`src/rtl/mem_bus_initiator_if.sv`:
```
`default_nettype none
// ============================================================================
// mem_bus_initiator_if
// Command, response and picorv32 native-bus signals of the bus initiator.
// Revision: 1.0
// ============================================================================
interface mem_bus_initiator_if;
  logic        cmd_valid;
  logic        cmd_ready;
  logic        cmd_write;
  logic        cmd_instr;
  logic [31:0] cmd_addr;
  logic [31:0] cmd_wdata;
  logic [3:0]  cmd_wstrb;

  logic        rsp_valid;
  logic        rsp_ready;
  logic [31:0] rsp_rdata;
  logic        rsp_err;

  logic        mem_valid;
  logic        mem_instr;
  logic        mem_ready;
  logic [31:0] mem_addr;
  logic [31:0] mem_wdata;
  logic [3:0]  mem_wstrb;
  logic [31:0] mem_rdata;
  logic        mem_la_read;
  logic        mem_la_write;
  logic [31:0] mem_la_addr;
  logic [31:0] mem_la_wdata;
  logic [3:0]  mem_la_wstrb;

  modport master (
    input  cmd_valid, cmd_write, cmd_instr, cmd_addr, cmd_wdata, cmd_wstrb,
    output cmd_ready,
    output rsp_valid, rsp_rdata, rsp_err,
    input  rsp_ready,
    output mem_valid, mem_instr, mem_addr, mem_wdata, mem_wstrb,
    input  mem_ready, mem_rdata,
    output mem_la_read, mem_la_write, mem_la_addr, mem_la_wdata, mem_la_wstrb
  );

  modport slave (
    output cmd_valid, cmd_write, cmd_instr, cmd_addr, cmd_wdata, cmd_wstrb,
    input  cmd_ready,
    input  rsp_valid, rsp_rdata, rsp_err,
    output rsp_ready,
    input  mem_valid, mem_instr, mem_addr, mem_wdata, mem_wstrb,
    output mem_ready, mem_rdata,
    input  mem_la_read, mem_la_write, mem_la_addr, mem_la_wdata, mem_la_wstrb
  );
endinterface
`default_nettype wire

```
`src/rtl/mem_bus_initiator.sv`:
```
`default_nettype none
// ============================================================================
// mem_bus_initiator
// Command-driven picorv32 native-bus master with look-ahead phase and timeout.
// Revision: 1.0
// ============================================================================
module mem_bus_initiator #(
  parameter int LA_ENABLE = 1,
  parameter int TIMEOUT   = 1023
) (
  input  wire                 clk,
  input  wire                 resetn,
  mem_bus_initiator_if.master bus,
  output logic                busy,
  output logic [31:0]         txn_count
);

  localparam bit          C_LA_EN    = (LA_ENABLE != 0);
  localparam bit          C_TMO_EN   = (TIMEOUT != 0);
  localparam logic [31:0] C_TMO_LAST = 32'(TIMEOUT - 1);

  typedef enum logic [1:0] {
    S_IDLE = 2'd0,
    S_LA   = 2'd1,
    S_WAIT = 2'd2,
    S_RESP = 2'd3
  } state_t;

  state_t      r_state;
  state_t      w_next;

  logic [31:0] r_addr;
  logic [31:0] r_wdata;
  logic [3:0]  r_wstrb;
  logic        r_write;
  logic        r_instr;
  logic [31:0] r_tmo;
  logic [31:0] r_txn;
  logic [31:0] r_rsp_rdata;
  logic        r_rsp_err;

  logic        w_accept;
  logic        w_illegal;
  logic        w_done;
  logic        w_timeout;

  always_ff @(posedge clk) begin
    if (!resetn) r_state <= S_IDLE;
    else         r_state <= w_next;
  end

  always_comb begin
    w_next           = r_state;
    w_accept         = 1'b0;
    w_illegal        = 1'b0;
    w_done           = 1'b0;
    w_timeout        = 1'b0;
    bus.cmd_ready    = 1'b0;
    bus.rsp_valid    = 1'b0;
    bus.mem_valid    = 1'b0;
    bus.mem_la_read  = 1'b0;
    bus.mem_la_write = 1'b0;
    case (r_state)
      S_IDLE: begin
        bus.cmd_ready = 1'b1;
        if (bus.cmd_valid) begin
          w_accept  = 1'b1;
          w_illegal = bus.cmd_write && (bus.cmd_wstrb == 4'b0000);
          if (w_illegal)    w_next = S_RESP;
          else if (C_LA_EN) w_next = S_LA;
          else              w_next = S_WAIT;
        end
      end
      S_LA: begin
        bus.mem_la_read  = !r_write;
        bus.mem_la_write = r_write;
        w_next           = S_WAIT;
      end
      S_WAIT: begin
        bus.mem_valid = 1'b1;
        w_done        = bus.mem_ready;
        // completion on the same edge as the last allowed cycle wins over abort
        w_timeout     = C_TMO_EN && !bus.mem_ready && (r_tmo == C_TMO_LAST);
        if (w_done || w_timeout) w_next = S_RESP;
      end
      S_RESP: begin
        bus.rsp_valid = 1'b1;
        if (bus.rsp_ready) w_next = S_IDLE;
      end
      default: w_next = S_IDLE;
    endcase
  end

  always_ff @(posedge clk) begin
    if (!resetn) begin
      r_addr      <= 32'd0;
      r_wdata     <= 32'd0;
      r_wstrb     <= 4'd0;
      r_write     <= 1'b0;
      r_instr     <= 1'b0;
      r_tmo       <= 32'd0;
      r_txn       <= 32'd0;
      r_rsp_rdata <= 32'd0;
      r_rsp_err   <= 1'b0;
    end else begin
      if (w_accept) begin
        r_addr  <= bus.cmd_addr & ~32'h0000_0003;
        r_wdata <= bus.cmd_wdata;
        r_write <= bus.cmd_write;
        r_wstrb <= bus.cmd_write ? bus.cmd_wstrb : 4'b0000;
        r_instr <= bus.cmd_write ? 1'b0 : bus.cmd_instr;
        r_tmo   <= 32'd0;
        if (w_illegal) begin
          r_rsp_rdata <= 32'd0;
          r_rsp_err   <= 1'b1;
        end
      end
      if (w_done) begin
        r_rsp_rdata <= r_write ? 32'd0 : bus.mem_rdata;
        r_rsp_err   <= 1'b0;
        r_txn       <= r_txn + 32'd1;
      end else if (w_timeout) begin
        r_rsp_rdata <= 32'd0;
        r_rsp_err   <= 1'b1;
      end else if (r_state == S_WAIT) begin
        r_tmo <= r_tmo + 32'd1;
      end
    end
  end

  // Bus and look-ahead payloads present the latched command at all times;
  // only the strobes/valid qualify them.
  assign bus.mem_addr     = r_addr;
  assign bus.mem_wdata    = r_wdata;
  assign bus.mem_wstrb    = r_wstrb;
  assign bus.mem_instr    = r_instr;
  assign bus.mem_la_addr  = r_addr;
  assign bus.mem_la_wdata = r_wdata;
  assign bus.mem_la_wstrb = r_wstrb;
  assign bus.rsp_rdata    = r_rsp_rdata;
  assign bus.rsp_err      = r_rsp_err;
  assign busy             = (r_state != S_IDLE);
  assign txn_count        = r_txn;

endmodule
`default_nettype wire

```
`src/flat_wrapper.sv`:
```
// flat-port wrapper written by rule: the top's interface ports become plain ports
module mem_bus_initiator_flat 
#(
  parameter int LA_ENABLE = 1,
  parameter int TIMEOUT   = 1023
)
  (clk, resetn, busy, txn_count, bus_cmd_valid, bus_cmd_write, bus_cmd_instr, bus_cmd_addr, bus_cmd_wdata, bus_cmd_wstrb, bus_cmd_ready, bus_rsp_valid, bus_rsp_rdata, bus_rsp_err, bus_rsp_ready, bus_mem_valid, bus_mem_instr, bus_mem_addr, bus_mem_wdata, bus_mem_wstrb, bus_mem_ready, bus_mem_rdata, bus_mem_la_read, bus_mem_la_write, bus_mem_la_addr, bus_mem_la_wdata, bus_mem_la_wstrb);
  mem_bus_initiator_if bus_i ();
  input  wire clk;
  input  wire resetn;
  output logic busy;
  output logic [31:0] txn_count;
  input wire logic [$bits(bus_i.cmd_valid)-1:0] bus_cmd_valid;
  input wire logic [$bits(bus_i.cmd_write)-1:0] bus_cmd_write;
  input wire logic [$bits(bus_i.cmd_instr)-1:0] bus_cmd_instr;
  input wire logic [$bits(bus_i.cmd_addr)-1:0] bus_cmd_addr;
  input wire logic [$bits(bus_i.cmd_wdata)-1:0] bus_cmd_wdata;
  input wire logic [$bits(bus_i.cmd_wstrb)-1:0] bus_cmd_wstrb;
  output wire logic [$bits(bus_i.cmd_ready)-1:0] bus_cmd_ready;
  output wire logic [$bits(bus_i.rsp_valid)-1:0] bus_rsp_valid;
  output wire logic [$bits(bus_i.rsp_rdata)-1:0] bus_rsp_rdata;
  output wire logic [$bits(bus_i.rsp_err)-1:0] bus_rsp_err;
  input wire logic [$bits(bus_i.rsp_ready)-1:0] bus_rsp_ready;
  output wire logic [$bits(bus_i.mem_valid)-1:0] bus_mem_valid;
  output wire logic [$bits(bus_i.mem_instr)-1:0] bus_mem_instr;
  output wire logic [$bits(bus_i.mem_addr)-1:0] bus_mem_addr;
  output wire logic [$bits(bus_i.mem_wdata)-1:0] bus_mem_wdata;
  output wire logic [$bits(bus_i.mem_wstrb)-1:0] bus_mem_wstrb;
  input wire logic [$bits(bus_i.mem_ready)-1:0] bus_mem_ready;
  input wire logic [$bits(bus_i.mem_rdata)-1:0] bus_mem_rdata;
  output wire logic [$bits(bus_i.mem_la_read)-1:0] bus_mem_la_read;
  output wire logic [$bits(bus_i.mem_la_write)-1:0] bus_mem_la_write;
  output wire logic [$bits(bus_i.mem_la_addr)-1:0] bus_mem_la_addr;
  output wire logic [$bits(bus_i.mem_la_wdata)-1:0] bus_mem_la_wdata;
  output wire logic [$bits(bus_i.mem_la_wstrb)-1:0] bus_mem_la_wstrb;
  assign bus_i.cmd_valid = bus_cmd_valid;
  assign bus_i.cmd_write = bus_cmd_write;
  assign bus_i.cmd_instr = bus_cmd_instr;
  assign bus_i.cmd_addr = bus_cmd_addr;
  assign bus_i.cmd_wdata = bus_cmd_wdata;
  assign bus_i.cmd_wstrb = bus_cmd_wstrb;
  assign bus_cmd_ready = bus_i.cmd_ready;
  assign bus_rsp_valid = bus_i.rsp_valid;
  assign bus_rsp_rdata = bus_i.rsp_rdata;
  assign bus_rsp_err = bus_i.rsp_err;
  assign bus_i.rsp_ready = bus_rsp_ready;
  assign bus_mem_valid = bus_i.mem_valid;
  assign bus_mem_instr = bus_i.mem_instr;
  assign bus_mem_addr = bus_i.mem_addr;
  assign bus_mem_wdata = bus_i.mem_wdata;
  assign bus_mem_wstrb = bus_i.mem_wstrb;
  assign bus_i.mem_ready = bus_mem_ready;
  assign bus_i.mem_rdata = bus_mem_rdata;
  assign bus_mem_la_read = bus_i.mem_la_read;
  assign bus_mem_la_write = bus_i.mem_la_write;
  assign bus_mem_la_addr = bus_i.mem_la_addr;
  assign bus_mem_la_wdata = bus_i.mem_la_wdata;
  assign bus_mem_la_wstrb = bus_i.mem_la_wstrb;
  mem_bus_initiator #(.LA_ENABLE(LA_ENABLE), .TIMEOUT(TIMEOUT)) u_core (.clk(clk), .resetn(resetn), .bus(bus_i), .busy(busy), .txn_count(txn_count));
endmodule
```
`config.mk`:
```
export PLATFORM = sky130hd
export DESIGN_NAME = mem_bus_initiator_flat
export DESIGN_NICKNAME = d
export VERILOG_FILES = /design/src/rtl/mem_bus_initiator_if.sv /design/src/rtl/mem_bus_initiator.sv /design/src/flat_wrapper.sv
export SDC_FILE = /design/constraint.sdc
export NUM_CORES = 1
export LEC_CHECK = 0
export CORE_MARGIN = 2
export CORE_UTILIZATION = 46
export DETAILED_ROUTE_END_ITERATION = 6
export GPL_TIMING_DRIVEN = 1
export PLACE_DENSITY = 0.86
export SLEW_MARGIN = 0
export SYNTH_ARGS = -nofsm -noshare
export SYNTH_HDL_FRONTEND = slang
export SYNTH_SLANG_ARGS = --single-unit
```
`constraint.sdc`:
```
create_clock -name clk -period 5.6 [get_ports clk]
set_input_delay 1.12 -clock clk [delete_from_list [all_inputs] [get_ports clk]]
set_output_delay 1.12 -clock clk [all_outputs]
set_load 0.01 [all_outputs]
```
==> flow_summary.json, run 1 <==
{
  "vias": 7103,
  "die-area_um2": 16700,
  "p_total_w": 0.00390,
  "synth_cells": 892,
  "drtIter0Drc": 486,
  "avgRoutedWirePerCell_um": 17.0,
  "port_buffers": 308,
  "fin_crit_sh": 0.575,
  "cpMaxStageDelayCell": "nor4_1",
  "areaGrowthSynthToFinish_pct": 46.6,
  "ys_warn_count": 0,
  "worst_r2r_endpoint": "u_core.txn_count[25]",
  "hold_viol_final": 0,
  "routed_wl_mm": 22.6,
  "die_w_um": 129,
  "n_antenna_cell": 0,
  "cts_resized": 0,
  "setup_viol": 0,
  "drive_gt1_frac": 0.0447,
  "min_from": "u_core.bus.mem_instr",
  "crit_path_max_fanout": 6,
  "firstDrtPassIters": 5,
  "die_y_um": 129,
  "grt_pass1_wl_mm": 34.6,
  "clock-sinks": 167,
  "antenna_found_initial": 0,
  "worstSetupPathType": "input pin to flop",
  "skew_ns": 0.0104,
  "start_util": 0.474,
  "post-route-min-period_ns": 3.22,
  "hold_end": "u_core.bus.mem_instr",
  "yosysTopAreaCell": "dfxtp_1",
  "grt_overflow_total": 0,
  "num_io_pins": 315,
  "seq_area_frac_synth": 0.463,
  "tightest_slew_ns": 1.08,
  "worstPathRequired_ns": 5.87,
  "slew-limit-headroom": 0.282,
  "placed_cells": 1300,
  "yosysUniqueCellTypes": 43,
  "dpl.hpwl_mm": 15.8,
  "timing.critical_path.buf_inv": 1,
  "grt_pass1_vias": 6679,
  "r2r-start": "u_core.r_state[0]",
  "cap_viol_max_count": 0,
  "worst_ep_arrival_time_ns": 3.49,
  "ys_ff_latch": 167,
  "route.antenna.remaining_nets": 0,
  "yosysTopAreaCellShare": 0.463,
  "syn_avg_cell_area_um2": 8.10,
  "grt_max_degree": 92,
  "cts_tree": "done",
  "rr_worst_depth": 8,
  "outcome": "finished, final reports clean",
  "synth_area_leaders": "dfxtp_1 46%, nand2_1 8.7%, buf_4 7.3%",
  "clk_pin_slew_ns": 0.07,
  "rsz0062_at_grt": "no",
  "cts_root_buffer": "clkbuf_16",
  "max_stage_delay_ns": 0.70,
  "p_per_area_nw_per_um2": 369,
  "dp_slack_ns": 1.98,
  "tns_ns": 0,
  "drv_slew": 0,
  "endpoint_kind": "flop",
  "setup_slack_ns": 2.38,
  "startpoint_type": "input pin",
  "ctsHoldBuffers": 0,
  "drcViolationCount": 0,
  "cp_top_family": "simple AND/OR/NAND/NOR gates",
  "worstPathCellList": "clkdlybuf4s50_1 > nand2_1 > or3_1 > nor4_1 > nand3_1 > xor2_1 > nor2_1",
  "p_leak_nw": 3.74,
  "std_cell_rows": 45,
  "layout.cells.non_filler": 1330,
  "r2r_setup_slack_ns": 2.86,
  "numCtsBuffers": 17,
  "via_per_inst": 5.34,
  "timing.fmax_ghz": 0.311,
  "max-vdd-ir-drop_mv": 0.211,
  "core_um2": 15300,
  "postCtsSetupBuffers": 0,
  "place.gp.congestion": 0.831,
  "htreeDepth": 4,
  "clk_latency_ns": 0.43,
  "grt_use_total": 0.263,
  "hold_depth": 2,
  "fin_nets": 1223,
  "holdCritPathClass": "flop to flop",
  "ctsLongestPathBuffers": 2,
  "syn_area_um2": 7230
}
## kinds of logic after synthesis
logic type | count (synthesis) | synth area share
buffers and inverters | 129 | 0.104
AND/OR/NAND/NOR | 373 | 0.238
flip-flops | 167 | 0.463
XOR/XNOR | 24 | 0.0291
AO/OA/AOI/OAI | 190 | 0.152
other | 1 | 0.000519
adder cells (fa/ha/maj) | 8 | 0.0139
## per-layer routing
metal,routed length (um),up-vias,track usage
met5,0,-,0
met4,458,0,0.0889
met3,2140,25,0.0908
met2,11300,301,0.453
met1,8680,3357,0.305
li1,-,3420,-
## worst min-delay path, delay by kind of cell, from the launching register on
family	cells	cell delay, ns
simple gates	1	0.05
flops	1	0.31
compound gates	1	0.05
## power by group
group	internal, W	switching (W)
Combinational	0.000573	0.000607
Sequential	0.00131	0.000106
Clock	0.000827	0.000477
Total	0.00271	0.00119
## registers in the layout, indices dropped and copies added (netlist names)
signal	flops
u_core.bus.mem_la_wdata	32
u_core.bus.rsp_rdata	32
u_core.r_tmo	32
u_core.txn_count	32
u_core.bus.mem_addr	30
u_core.bus.mem_la_wstrb	4
u_core.r_state	2
u_core.bus.mem_instr	1
u_core.bus.rsp_err	1
u_core.r_write	1
## cells in the mapped netlist (all sizes together)
cell,count
dfxtp,167
o311a,1
xor2,17
a21oi,91
conb,1
a22oi,32
nor2b,5
ha,8
or2,2
buf,75
clkbuf,46
or4,10
nand4,18
and2,6
nor3b,1
a311oi,1
nand2b,2
a31oi,7
o31ai,11
nor4,8
o41ai,3
nand3,31
o22ai,1
o2111ai,1
or3,13
xnor2,7
nor4b,1
nand2,168
and4,8
o211ai,1
nand3b,1
inv,8
o21ai,41
and3,9
nor3,10
nor2,80
## per-stage QoR
stage	util	area [um^2]	hold WS, ns
final	0.694	10600	0.460
after global routing	0.694	10600	0.468
after CTS	0.694	10600	0.458
after detailed placement	0.651	9930	0.449
after global placement	0.651	9930	0.439
after floorplan	-	7240	0.457
## placed cells by master, fill, tap and decap left out, types with 2 or more instances in the layout
| cell | n |
|---|---|
| xnor2_1 | 7 |
| a31oi_1 | 7 |
| and3_1 | 9 |
| clkinv_4 | 2 |
| nor2b_1 | 5 |
| inv_1 | 7 |
| buf_4 | 7 |
| clkdlybuf4s50_1 | 308 |
| clkbuf_8 | 3 |
| nor2_1 | 79 |
| or2_2 | 2 |
| nor3_1 | 8 |
| nand2b_1 | 2 |
| nand2_1 | 167 |
| or3_1 | 13 |
| and4_1 | 7 |
| nand3_1 | 31 |
| dfxtp_1 | 167 |
| a21oi_1 | 91 |
| o21ai_0 | 40 |
| inv_6 | 2 |
| bufinv_16 | 5 |
| o31ai_1 | 10 |
| nand4_1 | 17 |
| and2_1 | 5 |
| xor2_1 | 17 |
| nor3_2 | 2 |
| conb_1 | 4 |
| clkbuf_16 | 17 |
| or4_1 | 9 |
| nor4_1 | 8 |
| a22oi_1 | 32 |
| o41ai_1 | 3 |
| ha_1 | 8 |
## layout make-up
cell class,instances,area (um^2)
Clock buffer,20,467
Timing Repair Buffer,315,3140
Tap cell,211,264
Inverter,8,32.5
Fill cell,1173,4670
Sequential cell,167,3340
Clock inverter,10,193
Multi-Input combinational cell,599,3160
## worst max-delay path by stage
stage | end | cells after the start | slack, ns | startpoint
final | u_core.txn_count[25] | 7 | 2.38 | bus_mem_ready
after global routing | u_core.txn_count[31] | 7 | 2.20 | bus_mem_ready
after CTS | u_core.txn_count[31] | 7 | 2.42 | bus_mem_ready
after detailed placement | u_core.txn_count[25] | 7 | 1.98 | bus_mem_ready
after global placement | u_core.txn_count[31] | 7 | 2.01 | bus_mem_ready
after floorplan | u_core.txn_count[31] | 6 | 3.01 | bus_mem_ready
Note: power is estimated with default switching activity, not from simulation.
==> run 2: changes to the inputs <==
Settings changed: CORE_UTILIZATION 46 to 38, PLACE_DENSITY 0.86 to 0.76.
Clock period 5.6 ns to 2.62 ns, I/O delays scaled along.
==> run 2 against run 1 <==
Compared with the run above:
- wire length up 1.3%
- power increased by 120%
- cell count rose by 3.7%
- sequential cell count unchanged
- design area is 2.2% higher
==> flow_summary.json, run 2 (synthesized netlist as in run 1, its figures left out) <==
{
  "dpl.hpwl_mm": 16.5,
  "fin_nets": 1246,
  "core_um2": 18700,
  "p_total_w": 0.00848,
  "seqCellArea_um2": 3340,
  "die-area_um2": 20100,
  "grt_overflow_total": 0,
  "place_area_um2": 10200,
  "postCtsSetupBuffers": 0,
  "max_stage_delay_ns": 0.59,
  "skew_ns": 0.00985,
  "grt_pass1_vias": 6468,
  "clock-sinks": 167,
  "holdCritPathClass": "flop to flop",
  "multi_input_comb_area_um2": 3160,
  "max-vdd-ir-drop_mv": 0.478,
  "htreeDepth": 4,
  "tns_ns": 0,
  "stdcell_area_um2": 10800,
  "grt_max_degree": 70,
  "worst_ep_arrival_time_ns": 2.75,
  "r2r_setup_slack_ns": 0.21,
  "fin_crit_sh": 0.920,
  "post-route-min-period_ns": 2.41,
  "antenna_found_initial": 1,
  "cpMaxStageDelayCell": "or4_4",
  "cts_tree": "done",
  "cpMostUsedCell": "or4_4",
  "slew-limit-headroom": 0.617,
  "worstSetupPathType": "flop to flop",
  "die_w_um": 142,
  "avgRoutedWirePerCell_um": 16.6,
  "setup_viol": 0,
  "hold_viol_final": 0,
  "crit_path_max_fanout": 7,
  "start_util": 0.386,
  "place.gp.congestion": 0.856,
  "firstDrtPassIters": 4,
  "timing.fmax_ghz": 0.415,
  "drtIter0Drc": 391,
  "startpoint_type": "flop",
  "die_y_um": 142,
  "vias": 7000,
  "layout_common_cells": "308 x clkdlybuf4s50_1, 167 x nand2_1, 167 x dfxtp_1",
  "drv_slew": 0,
  "route.antenna.remaining_nets": 0,
  "num_io_pins": 315,
  "drive_gt1_frac": 0.0656,
  "clk_latency_ns": 0.42,
  "port_buffers": 308,
  "p_leak_nw": 3.87,
  "ctsLongestPathBuffers": 2,
  "clk_pin_slew_ns": 0.07,
  "worstPathRequired_ns": 2.97,
  "via_per_inst": 5.08,
  "std_cell_rows": 50,
  "cts_root_buffer": "clkbuf_16",
  "grt_use_total": 0.218,
  "worstPathCellList": "ha_1 > nand3_1 > or4_4 > or4_4 > o31ai_2 > a31oi_1 > nor2_1",
  "mostFrequentLayoutCell": "clkdlybuf4s50_1",
  "numCtsBuffers": 17,
  "cap_viol_max_count": 0,
  "rsz0062_at_grt": "no",
  "p_per_area_nw_per_um2": 784,
  "endpoint_kind": "flop",
  "tightest_slew_ns": 0.575,
  "drcViolationCount": 0,
  "grt_pass1_wl_mm": 34.7,
  "fillCellCount": 1689,
  "routed_wl_mm": 22.9,
  "outcome": "finished, final reports clean",
  "areaGrowthSynthToFinish_pct": 49.8
}
run 2: cell types whose count changed in the layout (fill, tap and decap cells not counted), moves of 2 or more:
cell,previous run,this run
buf_12,0,2
buf_4,7,28
clkinv_4,2,0
inv_8,0,3
inv_6,2,5
clkbuf_8,3,0
run 2: path summary, 6_finish.rpt:
check                             from  cells after the start                   end
setup / recovery       u_core.r_tmo[0]                      7      u_core.r_tmo[28]
hold / removal    u_core.bus.mem_instr                      2  u_core.bus.mem_instr
setup reg to reg       u_core.r_tmo[0]                      7      u_core.r_tmo[28]
hold reg to reg   u_core.bus.mem_instr                      2  u_core.bus.mem_instr
run 2: final cells by class:
cell class | count | area share
sequential | 167 | 0.309
timing repair buffer | 338 | 0.308
multi-input combinational | 599 | 0.292
clock buffer | 18 | 0.0396
tap | 234 | 0.0270
clock inverter | 14 | 0.0215
inverter | 8 | 0.00300
antenna | 1 | 0.000231
run 2: what timing repair did:
action | 4_1_cts | 5_1_grt
hold buffers | 0 | 0
endpoints found under the setup margin | 0 | 2
endpoints found under the hold margin | 0 | 0
gates resized for setup | 0 | 1
run 2: metrics by stage:
stage	std cells	util	setup WS, ns	hold slack [ns]
2_1_floorplan	895	-	0.359	0.457
3_3_place_gp	1346	0.543	0.108	0.438
3_5_place_dp	1346	0.543	0.0866	0.446
4_1_cts	1378	0.578	0.131	0.456
5_1_grt	1379	0.579	0.0784	0.468
6_report	1379	0.579	0.211	0.456
run 2: worst max-delay path: cells and delay by family, from the launching register on:
family | cells | cell delay, ns
AND/OR/NAND/NOR | 4 | 1.43
flip-flops | 1 | 0.43
adder cells (fa/ha/maj) | 1 | 0.24
AO/OA/AOI/OAI | 2 | 0.24
run 2: metal layers:
metal | up-vias | share of wire | global-route usage
li1 | 3479 | - | -
met4 | 0 | 0.016 | 0.0632
met2 | 238 | 0.49 | 0.374
met5 | - | 0 | 0
met1 | 3261 | 0.41 | 0.260
met3 | 22 | 0.085 | 0.0753
run 2: power breakdown:
group / internal, W / switching, W / leakage [nW]
clock network: 0.00173 / 0.00111 / 0.326
registers: 0.00281 / 0.000223 / 1.36
logic: 0.00131 / 0.00130 / 2.19
